**src/rtl/reg_file_sb.sv**
```systemverilog
// Parametrised register file with combinational multi-port read, same-cycle write bypass
// and a per-register pending-write scoreboard used to stall readers of in-flight results.
module reg_file_sb #(
    parameter int DATA_W = 16,
    parameter int ADDR_W = 2,
    parameter int NRD    = 2,
    parameter bit BYPASS = 1'b1
) (
    input  logic                    clock,
    input  logic                    reset_n,
    input  logic [NRD-1:0]          rd_en,
    input  logic [NRD*ADDR_W-1:0]   rd_addr,
    output logic [NRD*DATA_W-1:0]   rd_data,
    output logic [NRD-1:0]          rd_busy,
    output logic                    stall,
    input  logic                    wr_en,
    input  logic [ADDR_W-1:0]       wr_addr,
    input  logic [DATA_W-1:0]       wr_data,
    input  logic                    rsv_en,
    input  logic [ADDR_W-1:0]       rsv_addr,
    output logic                    rsv_ack,
    output logic [ADDR_W:0]         busy_cnt
);

    localparam int NREGS = 2 ** ADDR_W;

    logic [DATA_W-1:0] regs_q [NREGS];
    logic [DATA_W-1:0] regs_d [NREGS];
    logic [NREGS-1:0]  busy_q;
    logic [NREGS-1:0]  busy_d;

    // A reservation on a busy register is only accepted when its old producer retires now.
    assign rsv_ack = rsv_en & ((rsv_addr == '0) | ~busy_q[rsv_addr] |
                               (wr_en & (wr_addr == rsv_addr)));

    always_comb begin
        for (int r = 0; r < NREGS; r++) begin
            regs_d[r] = regs_q[r];
        end
        busy_d = busy_q;
        if (wr_en && (wr_addr != '0)) begin
            regs_d[wr_addr] = wr_data;
        end
        regs_d[0] = '0;
        // Set after clear: a simultaneous retire and re-reserve leaves the register pending.
        for (int r = 1; r < NREGS; r++) begin
            if (wr_en && (wr_addr == ADDR_W'(r))) begin
                busy_d[r] = 1'b0;
            end
            if (rsv_ack && (rsv_addr == ADDR_W'(r))) begin
                busy_d[r] = 1'b1;
            end
        end
        busy_d[0] = 1'b0;
    end

    always_ff @(posedge clock or negedge reset_n) begin
        if (!reset_n) begin
            for (int r = 0; r < NREGS; r++) begin
                regs_q[r] <= '0;
            end
            busy_q <= '0;
        end else begin
            regs_q <= regs_d;
            busy_q <= busy_d;
        end
    end

    always_comb begin
        logic [ADDR_W-1:0] ra;
        logic              hit;
        rd_data = '0;
        rd_busy = '0;
        stall   = 1'b0;
        for (int i = 0; i < NRD; i++) begin
            ra  = rd_addr[i*ADDR_W +: ADDR_W];
            hit = BYPASS && wr_en && (wr_addr == ra);
            // Outputs are forced quiet while reset is held, even if a bypass would apply.
            if (reset_n && (ra != '0)) begin
                rd_data[i*DATA_W +: DATA_W] = hit ? wr_data : regs_q[ra];
                rd_busy[i]                  = busy_q[ra] & ~hit;
            end
            stall = stall | (rd_en[i] & rd_busy[i]);
        end
    end

    always_comb begin
        busy_cnt = '0;
        for (int r = 1; r < NREGS; r++) begin
            busy_cnt = busy_cnt + (ADDR_W + 1)'(busy_q[r]);
        end
    end

endmodule

```
**config.mk**
```make
export PLATFORM = sky130hd
export DESIGN_NAME = reg_file_sb
export DESIGN_NICKNAME = d
export VERILOG_FILES = /design/src/rtl/reg_file_sb.sv
export SDC_FILE = /design/constraint.sdc
export NUM_CORES = 1
export LEC_CHECK = 0
export ABC_AREA = 1
export CAP_MARGIN = 20
export CORE_MARGIN = 3
export CORE_UTILIZATION = 50
export CTS_BUF_LIST = sky130_fd_sc_hd__clkbuf_8
export DETAILED_ROUTE_END_ITERATION = 7
export PLACE_DENSITY_LB_ADDON = 0.3
export SLEW_MARGIN = 20
export SYNTH_ARGS = -nofsm -noshare
export SYNTH_HDL_FRONTEND = slang
export SYNTH_SLANG_ARGS = --single-unit
```
**constraint.sdc**
```tcl
create_clock -name clock -period 1.2 [get_ports clock]
set_input_delay 0.18 -clock clock [delete_from_list [all_inputs] [get_ports clock]]
set_output_delay 0.18 -clock clock [all_outputs]
set_load 0.05 [all_outputs]
```
==> results of run 1 <==
stage by stage:
stage                util  worst slack (ns)
floorplan               -            -0.165
global placement    0.811            -0.760
detailed placement  0.811            -0.852
CTS                 0.908            -0.462
cells in the mapped netlist, types with 2 or more instances:
cell type / n
a21oi_1: 3
a21oi_4: 2
buf_2: 10
buf_4: 3
buf_6: 2
clkbuf_1: 13
dfrtp_1: 51
inv_1: 63
inv_2: 6
nand2_1: 134
nand3_1: 41
nor2_1: 78
nor3_1: 2
o21ai_0: 116
cells by family after synthesis:
family | synth area share
DFF | 0.371
xor gates and xnor gates | 0.00728
adders and majority gates | 0.00582
AOI/OAI and AO/OA | 0.187
and+or+nand+nor | 0.301
other | 0.00109
buffers and inverters | 0.127
timing repair:
item	CTS
pin swaps	89
setup endpoints to repair	42
buffers inserted	18
gates cloned	3
gates resized for setup	186
==> results.md, run 1 <==
- Post-synthesis sequential area ratio: 0.371
- Hold Buf Count CTS: 0
- Post-Synthesis Cells: roughly 540
- Ys async rst share: 1.00
- Clk Tree Root Cell: clkbuf_8
- Synth unique cells: 27
- Placed cell count: ~710
- Largest net degree at the start of global routing: 52
- Clock Sinks: 51
- EDFF count, synth: 0
- Mean Syn Cell Area: between 6 and 7 µm²
- Hpwl dp: roughly 8.3 mm
- Chip Width: a little under 90 µm
- Status: stopped before the end
- Halt Stage: global routing
- Register bit total from synthesis: 51
- H-tree depth: 2
- Log Error: [ERROR DPL-0038] Utilization greater than 100%, impossible to legalize
- Yosys top cell by area: dfrtp_1
- Net count after synthesis: 568
- CTS max path bufs: 2
- Share of the synthesized area in the top cell type: 0.371
- Synth area leaders: dfrtp_1 37%, o21ai_0 17%, nand2_1 15%
- Post-DP Area: 5270 µm²
- # rows: 29
- Die height: a little under 90 µm
- IO Port Bufs: 67
- Most used DFF post-synth: dfrtp_1
- Mapped cell area: 3440 µm²
- Synth warn: 0
- Inserted Clock Buffers: 5
- Io pins: 69
- Kind of the worst endpoint: primary output
- Initial Utilization: 0.529
- Gpl congestion: 0.848
- Worst endpoint after global-route timing repair: busy_cnt[0]
==> run 2, diff against run 1 <==
--- a/config.mk
+++ b/config.mk
@@ -8,10 +8,9 @@
 export ABC_AREA = 1
 export CAP_MARGIN = 20
 export CORE_MARGIN = 3
-export CORE_UTILIZATION = 50
-export CTS_BUF_LIST = sky130_fd_sc_hd__clkbuf_8
+export CORE_UTILIZATION = 35
 export DETAILED_ROUTE_END_ITERATION = 7
-export PLACE_DENSITY_LB_ADDON = 0.3
+export PLACE_DENSITY_LB_ADDON = 0.15
 export SLEW_MARGIN = 20
 export SYNTH_ARGS = -nofsm -noshare
 export SYNTH_HDL_FRONTEND = slang
==> results.md, run 2 <==
- CP required: 1.02 ns
- Initial DRC Count: approximately 220
- Most frequent cells in the layout: 106 x nand2_1, 64 x buf_4, 49 x o21ai_0, 49 x dfrtp_1, 47 x buf_12
- Setup crit end kind: primary output
- Slew of the pin with the lowest slew margin: 0.677 ns
- Total global routing overflow: 0
- Skew-Pair Late Insertion Delay: 0.30 ns
- Register bit total from synthesis: 51 (unchanged)
- CTS max path bufs: 2 (unchanged)
- WP buf/inv: 1
- Inserted Clock Buffers: 5 (unchanged)
- Max stage delay on crit path: about 0.61 ns
- Top delay family on crit path: adder cells
- RSZ-0062 raised after global routing: true
- Worst Setup Start Kind: flip-flop
- Die height: 105 µm (+18%)
- Max-slew violations: 0
- Io pins: 69 (unchanged)
- Clock Sinks: 51 (unchanged)
- Share of the synthesized area in the top cell type: 0.371 (unchanged)
- DIE AREA: approximately 11000 µm²
- CTS tree: done
- Post-DP Area: 5350 µm² (+1.6%)
- Final Hold Fails: 0
- Ys async rst share: 1.00 (unchanged)
- H-tree depth: 2 (unchanged)
- Synth unique cells: 27 (unchanged)
- Failing checks: negative setup slack
- Vias: about 4100
- Setup TNS: -11.74 ns
- Dpl ws: -0.841 ns (+0.0108 ns)
- Commonest cells post-synth: 134 x nand2_1, 116 x o21ai_0, 78 x nor2_1, 63 x inv_1, 51 x dfrtp_1
- Synth area leaders: dfrtp_1 37%, o21ai_0 17%, nand2_1 15%
- Worst setup margin: -0.466 ns
- Largest register FFs: 48
- Share of cells above drive strength 1: 0.513
- Vias in the first global route: 4146
- Final nets: ~700
- DR pass1 iterations: 5
- Leak Pwr: around 2.9 nW
- Fin crit share: 1.39
- DR WL/cell: ~16 µm
- Initial Utilization: 0.367 (-0.162)
- Synth warn: 0 (unchanged)
- Antenna violations before repair: 0
- Setup Skew: roughly 0.0002 ns
- Chip Width: 105 µm (+18%)
- Critical path type: reg -> out
- Status: complete, but fails checks
- Max cap viols: 0
- IO Port Bufs: 67 (unchanged)
- Final wirelength: roughly 13 mm
- Largest regs: regs_q (48), busy_q (3)
- Reg clk slew, reported paths: approximately 0.090 ns
- CP max FO: 4
- Yosys top cell by area: dfrtp_1
- First-pass GRT wire length: around 21 mm
- Final setup vio count: 38
- Mapped cell area: 3440 µm² (unchanged)
- Fmax: roughly 600 MHz
- Gpl congestion: 0.847 (about the same)
- VDD IR max: slightly above 600 µV
- Cell Pwr Density: between 1000 and 1500 nW/µm²
- CP arrival: 1.49 ns
- Area Growth Syn to Fin: 84.2%
- Hpwl dp: 8.18 mm (-1.6%)
- Critical path cell sequence: fa_2 -> buf_12
- Mean Syn Cell Area: 6.40 µm² (unchanged)
- Slew margin rel.: 0.548
- Total core area: approximately 9400 µm²
- Biggest register: regs_q
- Largest net degree at the start of global routing: 52
- Most common cell in the synthesized netlist: nand2_1
- DR vias/cell: between 5 and 6
- Most used DFF post-synth: dfrtp_1
- Hold Buf Count CTS: 0 (unchanged)
- Worst hold path class: in -> async
- Drt drc: 0
- GRT Total Usage: 0.232
- # rows: 35 (+21%)
- Non-Filler Cell Area, Final: around 6300 µm²
- Post-synthesis sequential area ratio: 0.371 (unchanged)
- Fin crit period: between 1.5 and 2 ns
- Post-Synthesis Cells: 537 (unchanged)
- Net count after synthesis: 568 (unchanged)
- Clk Tree Root Cell: clkbuf_8
- EDFF count, synth: 0 (unchanged)
- Hold_ws: around 0.062 ns
- Most common cell after layout, fill and taps aside: nand2_1
- Antenna diodes: 0
- CP max stage cell: fa_2
- Routed Antenna Nets: 0
==> run 2: cell counts after synthesis <==
Identical to the previous run, type by type.
==> run 2: per-stage QoR <==
stage                     total power, mW   util  std cells
after floorplan                      3.89      -        537
final                                6.91  0.676        799
after global routing                 7.29  0.676        799
after detailed placement             5.05  0.571        766
after CTS                            6.60  0.635        789
after global placement               4.99  0.571        766
==> run 2: layout make-up <==
cell class / count / area, µm²
Timing Repair Buffer: 156 / 1880
Inverter: 70 / 295
Fill cell: 776 / 3040
Tap cell: 129 / 161
Clock inverter: 1 / 30.0
Sequential cell: 51 / 1280
Clock buffer: 6 / 72.6
Multi-Input combinational cell: 386 / 2610
==> run 2: timing repair <==
| item | 4_1_cts | 5_1_grt |
|---|---|---|
| cloned | 1 | 0 |
| gates resized for setup | 170 | 105 |
| pin swaps | 67 | 48 |
| setup endpoints to repair | 40 | 39 |
| buffers inserted | 17 | 11 |
==> run 2: worst paths after layout <==
| kind | start | endpoint | slack, ns | depth (start not counted) |
|---|---|---|---|---|
| hold / removal | reset_n | regs_q[24] | 0.06 | 2 |
| max in group asynchronous | reset_n | busy_q[3] | 0.65 | 2 |
| min in group clock | wr_data[15] | regs_q[47] | 0.33 | 3 |
| hold reg to reg | regs_q[20] | regs_q[20] | 0.50 | 2 |
| setup / recovery | busy_q[1] | busy_cnt[0] | -0.47 | 2 |
| setup reg to reg | busy_q[2] | busy_q[1] | 0.10 | 7 |
==> run 2: where the power goes <==
part | switching [mW] | internal, mW | total, mW
Combinational | 1.97 | 1.54 | 3.50
Sequential | 0.209 | 2.00 | 2.21
Clock | 0.587 | 0.613 | 1.20
==> run 2: metal layers <==
layer / wire length [µm] / global-route usage
met5: 0 / 0
met4: 415 / 0.0815
met3: 838 / 0.0426
met2: 6420 / 0.397
met1: 5140 / 0.293
==> run 2: logic make-up after synthesis <==
| family | synth area share |
|---|---|
| XOR/XNOR | 0.00728 |
| adder cells (fa/ha/maj) | 0.00582 |
| buffers and inverters | 0.127 |
| flip-flops | 0.371 |
| AO/OA/AOI/OAI | 0.187 |
| other | 0.00109 |
| AND/OR/NAND/NOR | 0.301 |
No activity file was read; power rests on OpenSTA's default activity.
